--- src/rtl/if_stage_pkg.sv ---
// Shared types and constants for the instruction fetch stage and its IF/ID register.
package if_stage_pkg;

  typedef enum logic [1:0] {
    S_IDLE,
    S_REQ,
    S_HOLD,
    S_DROP
  } state_e;

  localparam logic [31:0] RESET_PC_DEFAULT  = 32'h0000_0000;
  localparam logic [31:0] NOP_INSTR_DEFAULT = 32'h0000_0000;

  localparam int OPCODE_MSB = 31;
  localparam int OPCODE_LSB = 26;
  localparam int FUNC_MSB   = 5;
  localparam int FUNC_LSB   = 0;

endpackage

--- src/rtl/if_stage_if_id_reg.sv ---
// IF/ID pipeline register: valid bit, instruction word and the address following it.
// Flush wins over load; with neither asserted the contents are held.
module if_stage_if_id_reg #(
  parameter int unsigned PC_WIDTH  = 32,
  parameter logic [31:0] NOP_INSTR = 32'h0000_0000
) (
  input  logic                clk,
  input  logic                rst,
  input  logic                i_load,
  input  logic                i_flush,
  input  logic [31:0]         i_instr,
  input  logic [PC_WIDTH-1:0] i_pc4,
  output logic                o_valid,
  output logic [31:0]         o_instr,
  output logic [PC_WIDTH-1:0] o_pc4
);

  logic                r_valid;
  logic [31:0]         r_instr;
  logic [PC_WIDTH-1:0] r_pc4;

  // A flush turns the slot into a bubble; the stale pc4 is left in place because nothing reads it while invalid.
  always_ff @(posedge clk) begin
    if (rst) begin
      r_valid <= 1'b0;
      r_instr <= NOP_INSTR;
      r_pc4   <= '0;
    end else if (i_flush) begin
      r_valid <= 1'b0;
      r_instr <= NOP_INSTR;
    end else if (i_load) begin
      r_valid <= 1'b1;
      r_instr <= i_instr;
      r_pc4   <= i_pc4;
    end
  end

  assign o_valid = r_valid;
  assign o_instr = r_instr;
  assign o_pc4   = r_pc4;

endmodule

--- src/rtl/if_stage.sv ---
// Instruction fetch stage: owns the PC, runs the req/ack fetch handshake with instruction
// memory, and feeds the IF/ID register whose opcode/func fields go straight to decode.
module if_stage
  import if_stage_pkg::*;
#(
  parameter int unsigned          PC_WIDTH  = 32,
  parameter logic [PC_WIDTH-1:0]  RESET_PC  = PC_WIDTH'(RESET_PC_DEFAULT),
  parameter logic [31:0]          NOP_INSTR = NOP_INSTR_DEFAULT
) (
  input  logic                clk,
  input  logic                rst,
  input  logic                stall,
  input  logic                redirect,
  input  logic [PC_WIDTH-1:0] redirect_pc,
  output logic                imem_req,
  output logic [PC_WIDTH-1:0] imem_addr,
  input  logic                imem_ack,
  input  logic [31:0]         imem_rdata,
  output logic                ifid_valid,
  output logic [31:0]         ifid_instr,
  output logic [PC_WIDTH-1:0] ifid_pc4,
  output logic [5:0]          ifid_opcode,
  output logic [5:0]          ifid_func
);

  localparam logic [PC_WIDTH-1:0] PC_STEP    = PC_WIDTH'(4);
  localparam logic [PC_WIDTH-1:0] ALIGN_MASK = ~PC_WIDTH'(3);

  state_e              r_state;
  logic [PC_WIDTH-1:0] r_pc;
  logic [PC_WIDTH-1:0] r_reqAddr;
  logic                r_imemReq;
  logic [31:0]         r_holdBuf;

  logic [PC_WIDTH-1:0] w_redirPc;
  logic [PC_WIDTH-1:0] w_reqAddrP4;
  logic                w_ifidLoad;
  logic                w_ifidFlush;
  logic [31:0]         w_ifidInstr;
  logic [PC_WIDTH-1:0] w_ifidPc4;

  // Redirect targets are word aligned by masking, and the next sequential address wraps naturally.
  assign w_redirPc   = redirect_pc & ALIGN_MASK;
  assign w_reqAddrP4 = r_reqAddr + PC_STEP;

  // Decide what the IF/ID register does this cycle: flush (redirect or bubble), load, or hold.
  always_comb begin
    w_ifidLoad  = 1'b0;
    w_ifidFlush = 1'b0;
    w_ifidInstr = imem_rdata;
    w_ifidPc4   = w_reqAddrP4;
    unique case (r_state)
      S_IDLE: begin
        w_ifidFlush = redirect;
      end
      S_REQ: begin
        if (redirect) begin
          w_ifidFlush = 1'b1;
        end else if (imem_ack) begin
          w_ifidLoad = !stall;
        end else begin
          w_ifidFlush = !stall;
        end
      end
      S_HOLD: begin
        w_ifidInstr = r_holdBuf;
        w_ifidPc4   = r_pc;
        if (redirect) begin
          w_ifidFlush = 1'b1;
        end else begin
          w_ifidLoad = !stall;
        end
      end
      S_DROP: begin
        w_ifidFlush = redirect || !stall;
      end
      default: begin
        w_ifidFlush = 1'b1;
      end
    endcase
  end

  // Fetch FSM: PC, outstanding request address, hold buffer and the registered request line.
  always_ff @(posedge clk) begin
    if (rst) begin
      r_state   <= S_IDLE;
      r_pc      <= RESET_PC;
      r_reqAddr <= RESET_PC;
      r_imemReq <= 1'b0;
      r_holdBuf <= NOP_INSTR;
    end else begin
      unique case (r_state)
        S_IDLE: begin
          r_state   <= S_REQ;
          r_imemReq <= 1'b1;
          if (redirect) begin
            r_pc      <= w_redirPc;
            r_reqAddr <= w_redirPc;
          end else begin
            r_reqAddr <= r_pc;
          end
        end
        S_REQ: begin
          if (redirect) begin
            r_pc <= w_redirPc;
            if (imem_ack) begin
              r_reqAddr <= w_redirPc;
            end else begin
              r_state <= S_DROP;
            end
          end else if (imem_ack) begin
            r_pc <= w_reqAddrP4;
            if (stall) begin
              r_holdBuf <= imem_rdata;
              r_state   <= S_HOLD;
              r_imemReq <= 1'b0;
            end else begin
              r_reqAddr <= w_reqAddrP4;
            end
          end
        end
        S_HOLD: begin
          if (redirect) begin
            r_pc      <= w_redirPc;
            r_reqAddr <= w_redirPc;
            r_holdBuf <= NOP_INSTR;
            r_state   <= S_REQ;
            r_imemReq <= 1'b1;
          end else if (!stall) begin
            r_reqAddr <= r_pc;
            r_state   <= S_REQ;
            r_imemReq <= 1'b1;
          end
        end
        S_DROP: begin
          if (redirect) begin
            r_pc <= w_redirPc;
          end
          if (imem_ack) begin
            r_reqAddr <= redirect ? w_redirPc : r_pc;
            r_state   <= S_REQ;
          end
        end
        default: begin
          r_state   <= S_IDLE;
          r_imemReq <= 1'b0;
        end
      endcase
    end
  end

  if_stage_if_id_reg #(
    .PC_WIDTH (PC_WIDTH),
    .NOP_INSTR(NOP_INSTR)
  ) u_ifIdReg (
    .clk    (clk),
    .rst    (rst),
    .i_load (w_ifidLoad),
    .i_flush(w_ifidFlush),
    .i_instr(w_ifidInstr),
    .i_pc4  (w_ifidPc4),
    .o_valid(ifid_valid),
    .o_instr(ifid_instr),
    .o_pc4  (ifid_pc4)
  );

  assign imem_req    = r_imemReq;
  assign imem_addr   = r_reqAddr;
  assign ifid_opcode = ifid_instr[OPCODE_MSB:OPCODE_LSB];
  assign ifid_func   = ifid_instr[FUNC_MSB:FUNC_LSB];

endmodule

--- config.mk ---
export PLATFORM = sky130hd
export DESIGN_NAME = if_stage
export DESIGN_NICKNAME = d
export VERILOG_FILES = /design/src/rtl/if_stage_pkg.sv /design/src/rtl/if_stage_if_id_reg.sv /design/src/rtl/if_stage.sv
export SDC_FILE = /design/constraint.sdc
export NUM_CORES = 1
export LEC_CHECK = 0
export CORE_ASPECT_RATIO = 2
export CORE_MARGIN = 2
export CORE_UTILIZATION = 55
export CTS_BUF_LIST = sky130_fd_sc_hd__clkbuf_16
export CTS_CLUSTER_SIZE = 10
export DETAILED_ROUTE_END_ITERATION = 16
export GPL_TIMING_DRIVEN = 1
export PLACE_DENSITY = 0.95
export SYNTH_ARGS = -nofsm -noshare
export SYNTH_HDL_FRONTEND = slang
export SYNTH_SLANG_ARGS = --single-unit
--- constraint.sdc ---
create_clock -name clk -period 4.44 [get_ports clk]
set_input_delay 0.888 -clock clk [delete_from_list [all_inputs] [get_ports clk]]
set_output_delay 0.888 -clock clk [all_outputs]
set_load 0.1 [all_outputs]
# After elaboration in Yosys (flattened, before gate mapping)
# Index checks and enable logic that the tools add are counted.
[op_classes] n_addsub=1 eq_ne=13 mux=41 bitwise=1 reduce_logical=12
[op_table] op="32-bit 2-to-1 mux" count=16
[op_table] op="32-bit one-hot mux with 2 select lines" count=2
[op_table] op="32-bit one-hot mux with 4 select lines" count=1
[op_table] op="32-bit by 3-bit adder with 32-bit output (second input constant)" count=1
[op_table] op="3-bit inequality test (second input constant)" count=5
[op_table] op="5-bit AND reduction" count=3
[op_table] op="2-bit 2-to-1 mux" count=7
[op_table] op="1-bit 2-to-1 mux" count=11
[op_table] op="2-bit inequality test (second input constant)" count=5
[op_table] op="2-bit one-hot mux with 4 select lines" count=1
[op_table] op="2-bit equality test (second input constant)" count=2
[op_table] op="1-bit one-hot mux with 4 select lines" count=1
[op_table] op="4-bit AND reduction" count=1
[op_table] op="1-bit one-hot mux with 3 select lines" count=1
[op_table] op="3-bit nonzero test" count=1
[op_table] op="3-bit OR reduction" count=1
[op_table] op="2-bit by 1-bit equality test with 1-bit output (second input constant)" count=1
[op_table] op="2-bit logical NOT" count=1
[op_table] op="1-bit one-hot mux with 2 select lines" count=1
[op_table] op="2-bit AND reduction" count=1
[op_table] op="2-bit nonzero test" count=1
[op_table] op="2-bit OR reduction" count=1
[op_table] op="1-bit logical NOT" count=1
[op_table] op="1-bit logical OR" count=1
[op_table] op="1-bit inverter" count=1
[totals] ff_bits=164 input_bits=69 output_inout_bits=110

# Longest topological paths before layout
# Gate-level depths: netlist (run 1).
[depth] ltp_word=6 depth_mapped=9 mapped_depth_nobuf=7

# Hierarchy
# From an unflattened synthesis (run 1), not the netlist that was laid out.
[hier_totals] hier_cells=999 hier_area_um2=8500.7
[modules_own_cells] module="if_stage" instances=1 cells_per_inst=746 area_each_um2=5816.8 seq_area_each_um2=1981.9
[modules_own_cells] module="if_stage_if_id_reg" instances=1 cells_per_inst=253 area_each_um2=2683.8 seq_area_each_um2=1301.2

# Least setup slack after synthesis (run 1)
# Ideal clock, no wire load.
[synth_path] kind="flip-flop to flip-flop" from="register r_reqAddr[2] (netlist: imem_addr[2])" to="register r_reqAddr[30] (netlist: imem_addr[30])" arrival_ns=2.778 setup_slack_ns=1.581 stages_incl_launch_ff=7 path_buffers=0 synth_period_minus_slack_ns=2.859 cell_sequence="dfxtp_1 ha_1 nand3_2 nor4_2 nand4_1 or4_1 a41oi_1"
[synth_via] elab_chain_cells=5
[synth_lines] element="start, declared" line="if_stage.sv:31" text="logic [PC_WIDTH-1:0] r_reqAddr;"
[synth_lines] element="start signal, assigned" line="if_stage.sv:98" text="r_reqAddr <= w_redirPc;"
[synth_lines] element="start signal, assigned" line="if_stage.sv:100" text="r_reqAddr <= r_pc;"
[synth_lines] element="start signal, assigned" line="if_stage.sv:107" text="r_reqAddr <= w_redirPc;"
[synth_lines] element="32-bit by 3-bit adder with 32-bit output" line="if_stage.sv:44" text="assign w_reqAddrP4 = r_reqAddr + PC_STEP;"
[synth_lines] element="32-bit 2-to-1 mux" line="if_stage.sv:113" text="if (stall) begin"
[synth_lines] element="32-bit 2-to-1 mux" line="if_stage.sv:111" text="end else if (imem_ack) begin"
[synth_lines] element="32-bit 2-to-1 mux" line="if_stage.sv:104" text="if (redirect) begin"
[synth_lines] element="32-bit one-hot mux with 4 select lines" line="if_stage.sv:92" text="unique case (r_state)"
# No other way between the ends. The select of a mux whose other input is x is not followed.
# A chain may end at the register's enable or synchronous reset.

# Worst setup path after layout (run 1)
[layout_path] from="register r_state[1]" to="register u_ifIdReg.r_pc4[19] (netlist: u_ifIdReg.o_pc4[19])"
[layout_via] elab_chain_cells=4
[layout_lines] element="start, declared" line="if_stage.sv:29" text="state_e r_state;"
[layout_lines] element="start signal, assigned" line="if_stage.sv:86" text="r_state <= S_IDLE;"
[layout_lines] element="start signal, assigned" line="if_stage.sv:94" text="r_state <= S_REQ;"
[layout_lines] element="start signal, assigned" line="if_stage.sv:109" text="r_state <= S_DROP;"
[layout_lines] element="2-bit equality test (tied with other cells)" line="if_stage.sv:52" text="unique case (r_state)"
[layout_lines] element="1-bit one-hot mux with 4 select lines" line="if_stage.sv:52"
[layout_lines] element="1-bit inverter (no line)"
[layout_lines] element="2-bit AND reduction (no line)"
[layout_lines] element="end signal, assigned" line="if_stage_if_id_reg.sv:34" text="r_pc4 <= i_pc4;"
[layout_lines] element="end, declared" line="if_stage_if_id_reg.sv:20" text="logic [PC_WIDTH-1:0] r_pc4;"
# Several ways; a longest one is shown, not always the timed one.

==> reports/metrics.yaml, run 1 <==
tritoncts.num_buffers: 17
synth_simple_gate_area_share: 0.2321
cts_htree_levels: 4
clock_insertion_delay_worst_skew_ns: 0.42
synth_most_common_cell: "sky130_fd_sc_hd__dfxtp_1"
drv.max_cap_violation_count: 0
holdCritPathClass: "flip-flop to flip-flop"
hold_viol_final: 0
die_w_um: 90.34
final.min_clock_period_ns: 3.253
synth-async-reset-ratio: 0
path_class: "flip-flop to flip-flop"
first_pass_iters: 6
place.gp.congestion: 0.8993
critPathLaunchType: "flip-flop"
grt_pass1_wl_mm: 39.72
route.antenna.remaining_nets: 0
synth_edf_count: 0
wl_per_cell_um: 19.08
grt_util_met2: 0.5539
synth_top_family_by_area: "simple AND/OR/NAND/NOR gates"
outcome: "finished clean"
power-per-cell-area_nw_per_um2: 386.6
largest_net_degree_at_the_start_of_global_routing: 88
syn_to_final_growth_pct: 28.06
detailed_place_hpwl_mm: 16.68
grt-busiest-layer: "met2"
worst_slew_pin_slew_ns: 1.123
holdCritStartpoint: "u_ifIdReg.o_pc4[14]"
synth_top_cells_by_count: "sky130_fd_sc_hd__dfxtp_1, sky130_fd_sc_hd__nor2_1, sky130_fd_sc_hd__a21oi_1"
clock-sinks: 164
timing.critical_path.fanout_max: 75
chipHeight_um: 176.7
yosys.area.top_type_share: 0.4004
drv_slew: 0
cts_hold_fix_bufs: 0
worstSetupStartpoint: "r_state[1]"
synth_area_leader_cell: "sky130_fd_sc_hd__dfxtp_1"
synth_compound_area_frac: 0.2269
yosys-top-cells-area: "sky130_fd_sc_hd__dfxtp_1, sky130_fd_sc_hd__nor2_1, sky130_fd_sc_hd__a21oi_1"
timing.rr.start: "r_state[1]"
first_global_vias: 8022
synth_xor_area_frac: 0.01495
grt_antenna_before_repair: 0
finalSetupViolCount: 0
cts_tree: "yes"
max_slew_margin: 0.2516
top_ff_cell_synth: "sky130_fd_sc_hd__dfxtp_1"
end_kind: "flip-flop"
postCtsResizedCells: 0
core-area_um2: 14740
via_per_inst: 6.366
cts_setup_buffers: 0
initial_utilization: 0.5563
groute.layer.met3.usage: 0.05026
synth-warning-count: 0
finalClockSkew_ns: 0.01047
finalWirelength_mm: 25.26
total_leakage_power_uw: 0.003809
drt_drc_violations_left: 0
nets: 1190
globalRouteTotalUtil: 0.3082
fmaxAchievable_mhz: 307.4
vias: 8428
pin_count: 179
grt_remaining_overflow: 0
num_rows: 63
tns_ns: 0
clockBufferDepth: 2
worstPathRequired_ns: 4.78
synth_adder_area_share: 0.007629
muxShareOfSynthArea: 0.05371
cts.root.buffer_cell: "sky130_fd_sc_hd__clkbuf_16"
cp.arrival_ns: 3.59
power.ir.vdd_worst_uv: 274.7
first_iter_violations: 625
global_route.usage.met1: 0.3263
synth_seq_area_share: 0.4004
io_buffer_count: 176
clk_pin_slew_worst_paths_ns: 0.07
post_route_cells_drive_above_1_share: 0.06112
synth.ff_latch_count: 164
final.period_utilization: 0.7327
rsz0062_at_grt: "false"
number_of_diodes_added_for_antenna_fixing: 0
die_area_um2: 15960
syn-instance-count: 1007
postSynthAreaPerCell_um2: 8.143
yosys.cell_types.count: 65
p_total_uw: 4059
synth_fp_nets: 1081
synth.cell_area_um2: 8200
-- worst paths after layout --
path                         endpoint  slack [ns]  cells after the start
setup / recovery  u_ifIdReg.o_pc4[19]        1.19                      6
hold / removal    u_ifIdReg.o_pc4[14]        0.46                      2
setup reg to reg  u_ifIdReg.o_pc4[19]        1.19                      6
hold reg to reg   u_ifIdReg.o_pc4[14]        0.46                      2
-- placed cells by master (no fill, tap or decap), types with 6 or more instances in the layout --
master,instances
sky130_fd_sc_hd__buf_4,17
sky130_fd_sc_hd__nand2b_1,9
sky130_fd_sc_hd__nor2_1,152
sky130_fd_sc_hd__clkbuf_16,17
sky130_fd_sc_hd__and2_1,6
sky130_fd_sc_hd__o21ai_0,34
sky130_fd_sc_hd__nor3_1,18
sky130_fd_sc_hd__o31a_1,6
sky130_fd_sc_hd__a31oi_1,8
sky130_fd_sc_hd__o211ai_1,8
sky130_fd_sc_hd__mux2i_1,44
sky130_fd_sc_hd__and3_1,45
sky130_fd_sc_hd__clkdlybuf4s50_1,174
sky130_fd_sc_hd__or4_1,8
sky130_fd_sc_hd__a21oi_1,88
sky130_fd_sc_hd__a32oi_1,8
sky130_fd_sc_hd__o31ai_1,12
sky130_fd_sc_hd__dfxtp_1,164
sky130_fd_sc_hd__nand2_1,63
sky130_fd_sc_hd__nor3b_1,9
sky130_fd_sc_hd__nand4_1,14
sky130_fd_sc_hd__nand3_1,30
sky130_fd_sc_hd__a211oi_1,57
sky130_fd_sc_hd__xor2_1,9
sky130_fd_sc_hd__inv_1,16
sky130_fd_sc_hd__a311oi_1,14
-- metal layers --
| metal | vias to the layer above | share of wire |
|---|---|---|
| met4 | 0 | 0.058 |
| met2 | 494 | 0.52 |
| met5 | - | 0 |
| met3 | 108 | 0.074 |
| li1 | 3883 | - |
| met1 | 3943 | 0.35 |
-- flip-flops by register name, indices dropped and copies added (netlist names) --
name               count
imem_addr             32
imem_req               1
r_holdBuf             32
r_pc                  32
r_state                2
u_ifIdReg.o_instr     32
u_ifIdReg.o_pc4       32
u_ifIdReg.o_valid      1
-- worst max-delay path, cell delays in order, from the launching register on --
cell,delay [ns]
sky130_fd_sc_hd__dfxtp_1,0.45
sky130_fd_sc_hd__ha_4,0.90
sky130_fd_sc_hd__inv_1,0.22
sky130_fd_sc_hd__a2111oi_4,0.45
sky130_fd_sc_hd__nand2_2,0.37
sky130_fd_sc_hd__or4_1,0.59
sky130_fd_sc_hd__a31oi_1,0.20
-- where the power goes --
part	switching, uW	internal [uW]
sequential	103	1550
combinational	661	290
clock	625	833
total	1390	2670
-- kinds of logic after synthesis --
group	after synthesis
DFF	164
xor gates and xnor gates	14
adders and majority gates	5
muxes	44
and+or+nand+nor	384
AOI/OAI and AO/OA	276
buffers and inverters	120
-- cell type report --
| cell class | count | area (um^2) |
|---|---|---|
| fillers | 1125 | 4239 |
| multi-input cells | 723 | 4417 |
| well taps | 195 | 244.0 |
| inverters | 16 | 60.06 |
| repair buffers | 194 | 1914 |
| flip-flops and latches | 164 | 3283 |
| clock buffers | 17 | 425.4 |
| clock inverters | 15 | 157.7 |
-- per-stage QoR --
step / util / area, um^2 / setup WS, ns / instances / hold slack (ns)
floorplan: - / 8200 / 1.581 / 1007 / 0.4439
global placement: 0.6729 / 9918 / 1.066 / 1292 / 0.4400
detailed placement: 0.6729 / 9918 / 1.034 / 1292 / 0.4480
CTS: 0.7124 / 10500 / 1.169 / 1324 / 0.4579
global route: 0.7124 / 10500 / 0.9267 / 1324 / 0.4818
finish: 0.7124 / 10500 / 1.187 / 1324 / 0.4564
(Power assumes the default switching activity.)
==> run 2, diff against run 1 <==
CORE_UTILIZATION = 51   (was 55)
PLACE_DENSITY = 0.91   (was 0.95)
clock period = 3 ns   (was 4.44 ns; I/O delays follow)
==> reports/metrics.yaml, run 2 (synthesis results as in run 1) <==
most-common-layout-cells: "sky130_fd_sc_hd__dfxtp_1, sky130_fd_sc_hd__nor2_1, sky130_fd_sc_hd__buf_4, sky130_fd_sc_hd__a21oi_1, sky130_fd_sc_hd__clkdlybuf4s50_1"
max_slew_margin: 0.4752  # +0.2236
drt_drc_violations_left: 0  # unchanged
finalClockSkew_ns: 0.01679  # +0.006317 ns
timing.rr.start: "r_state[0]"
fin_area_um2: 10350  # -1.4%
cts.root.buffer_cell: "sky130_fd_sc_hd__clkbuf_16"
clockBufferDepth: 2  # unchanged
first_pass_iters: 6  # unchanged
cts_tree: "yes"
power.ir.vdd_worst_uv: 397.3  # +45%
final.min_clock_period_ns: 2.797  # -0.4560 ns
clk_pin_slew_worst_paths_ns: 0.06  # about the same
reg2reg_depth: 7  # +1
drv_slew: 0  # unchanged
rsz0062_at_grt: "false"
holdCritPathClass: "flip-flop to flip-flop"
wl_per_cell_um: 19.52  # +2.3%
clock-sinks: 164  # unchanged
syn_to_final_growth_pct: 26.23
route.antenna.remaining_nets: 0  # unchanged
nets: 1205  # +1.3%
post_dp_cell_area_um2: 9776  # -1.4%
via_per_inst: 6.293  # -1.1%
finalWirelength_mm: 26.25  # +3.9%
hold_viol_final: 0  # unchanged
chipHeight_um: 183.3  # +3.8%
globalRouteTotalUtil: 0.3052  # -0.003060
outcome: "finished clean"
tritoncts.num_buffers: 17  # unchanged
final_common_cell: "sky130_fd_sc_hd__dfxtp_1"
clock_insertion_delay_worst_skew_ns: 0.44  # +0.02 ns
initial_utilization: 0.5197  # -0.03657
worstPathRequired_ns: 3.35  # -1.43 ns
path_class: "flip-flop to flip-flop"
endpoint_of_the_worst_hold_path: "u_ifIdReg.o_pc4[13]"
post_route_cells_drive_above_1_share: 0.1687  # +0.1076
die_w_um: 93.67  # +3.7%
total_leakage_power_uw: 0.004080  # +7.1%
setup.reg_to_reg.worst_slack_ns: 0.20  # -0.98 ns
number_of_diodes_added_for_antenna_fixing: 0  # unchanged
grt_remaining_overflow: 0  # unchanged
io_buffer_count: 176  # unchanged
vias: 8464  # +0.43%
p_total_uw: 5966  # +47%
num_rows: 65  # +3.2%
first_global_vias: 8177  # +1.9%
timing.hold.worst_path_depth: 2  # unchanged
cp.arrival_ns: 3.15  # -0.44 ns
die_area_um2: 17170  # +7.6%
final.period_utilization: 0.9323  # +0.1997
cts_htree_levels: 4  # unchanged
worst_slew_pin_slew_ns: 0.7872  # -0.3354 ns
critPathLaunchType: "flip-flop"
grt_pass1_wl_mm: 41.17  # +3.6%
core-area_um2: 15780  # +7.0%
power-per-cell-area_nw_per_um2: 576.4  # +49%
tns_ns: 0  # unchanged
pin_count: 179  # unchanged
rr_endpoint: "imem_addr[27]"
largest_net_degree_at_the_start_of_global_routing: 77  # -13%
cts_hold_fix_bufs: 0  # unchanged
place.gp.congestion: 0.9436  # +4.9%
end_kind: "flip-flop"
finalSetupViolCount: 0  # unchanged
grt_antenna_before_repair: 0  # unchanged
drv.max_cap_violation_count: 0  # unchanged
detailed_place_hpwl_mm: 17.86  # +7.0%
fmaxAchievable_mhz: 357.5  # +16%
timing.critical_path.fanout_max: 35  # -53%
first_iter_violations: 800  # +28%
holdCritStartpoint: "u_ifIdReg.o_pc4[13]"
==> run 2: cell count changes in the layout (fill, tap and decap cells not counted), sizes merged <==
cell / before / now
buf: 20 / 145
clkdlybuf4s50: 174 / 64
clkinvlp: 2 / 5
inv: 19 / 17
clkinv: 8 / 7
==> run 2: area by class of cell <==
| cell class | count | area [um^2] |
|---|---|---|
| Multi-Input combinational cell | 723 | 4423 |
| Clock inverter | 15 | 143.9 |
| Tap cell | 201 | 251.5 |
| Sequential cell | 164 | 3283 |
| Fill cell | 1336 | 5426 |
| Clock buffer | 17 | 425.4 |
| Timing Repair Buffer | 209 | 1764 |
| Inverter | 16 | 60.06 |
==> run 2: metrics by stage <==
step | worst slack (ns) | hold slack (ns) | util | std cells
floorplan | 0.1409 | 0.4439 | - | 1007
global placement | 0.1944 | 0.4427 | 0.6196 | 1313
detailed placement | 0.1393 | 0.4474 | 0.6196 | 1313
CTS | 0.2285 | 0.4560 | 0.6557 | 1345
global route | 0.1298 | 0.4762 | 0.6561 | 1345
finish | 0.2030 | 0.4528 | 0.6561 | 1345
==> run 2: power by group <==
part / switching (uW) / total, uW / internal (uW) / leakage [uW]
Clock: 900 / 2110 / 1210 / 0.000269
Combinational: 991 / 1410 / 417 / 0.00248
Sequential: 155 / 2450 / 2290 / 0.00134
Total: 2050 / 5970 / 3920 / 0.00408
==> run 2: routing by layer <==
metal  up-vias  global-route usage  share of wire
met5         -                   0              0
met4         0              0.1867          0.057
met3       129             0.05012          0.083
met2       490              0.5519           0.53
met1      3935              0.3224           0.33
li1       3910                   -              -
==> run 2: repair_timing <==
item,CTS,global route
hold endpoints to repair,0,0
setup buffers,0,0
endpoints found under the setup margin,0,1
gates resized for setup,0,1
==> run 2: worst max path at each step <==
| stage | start | end | slack, ns | cells past startpoint |
|---|---|---|---|---|
| 2_1_floorplan | imem_addr[2] | imem_addr[30] | 0.14 | 6 |
| 3_3_place_gp | imem_ack | u_ifIdReg.o_pc4[30] | 0.19 | 7 |
| 3_5_place_dp | imem_ack | u_ifIdReg.o_pc4[29] | 0.14 | 7 |
| 4_1_cts | r_state[0] | imem_addr[27] | 0.23 | 7 |
| 5_1_grt | r_state[1] | imem_addr[27] | 0.13 | 8 |
| 6_report | r_state[0] | imem_addr[27] | 0.20 | 7 |
==> run 2: critical path, cell delays in order, from the launching register on <==
cell                       delay, ns
sky130_fd_sc_hd__dfxtp_1        0.44
sky130_fd_sc_hd__ha_1           0.34
sky130_fd_sc_hd__buf_4          0.43
sky130_fd_sc_hd__nand2b_1       0.47
sky130_fd_sc_hd__buf_4          0.33
sky130_fd_sc_hd__nor4b_2        0.40
sky130_fd_sc_hd__o21ai_0        0.15
sky130_fd_sc_hd__a21oi_1        0.14
==> run 3, diff against run 2 <==
TNS_END_PERCENT = 50   (was not set)
==> results of run 3 <==
The final DEF is identical to that of run 2; final timing and power are the same.
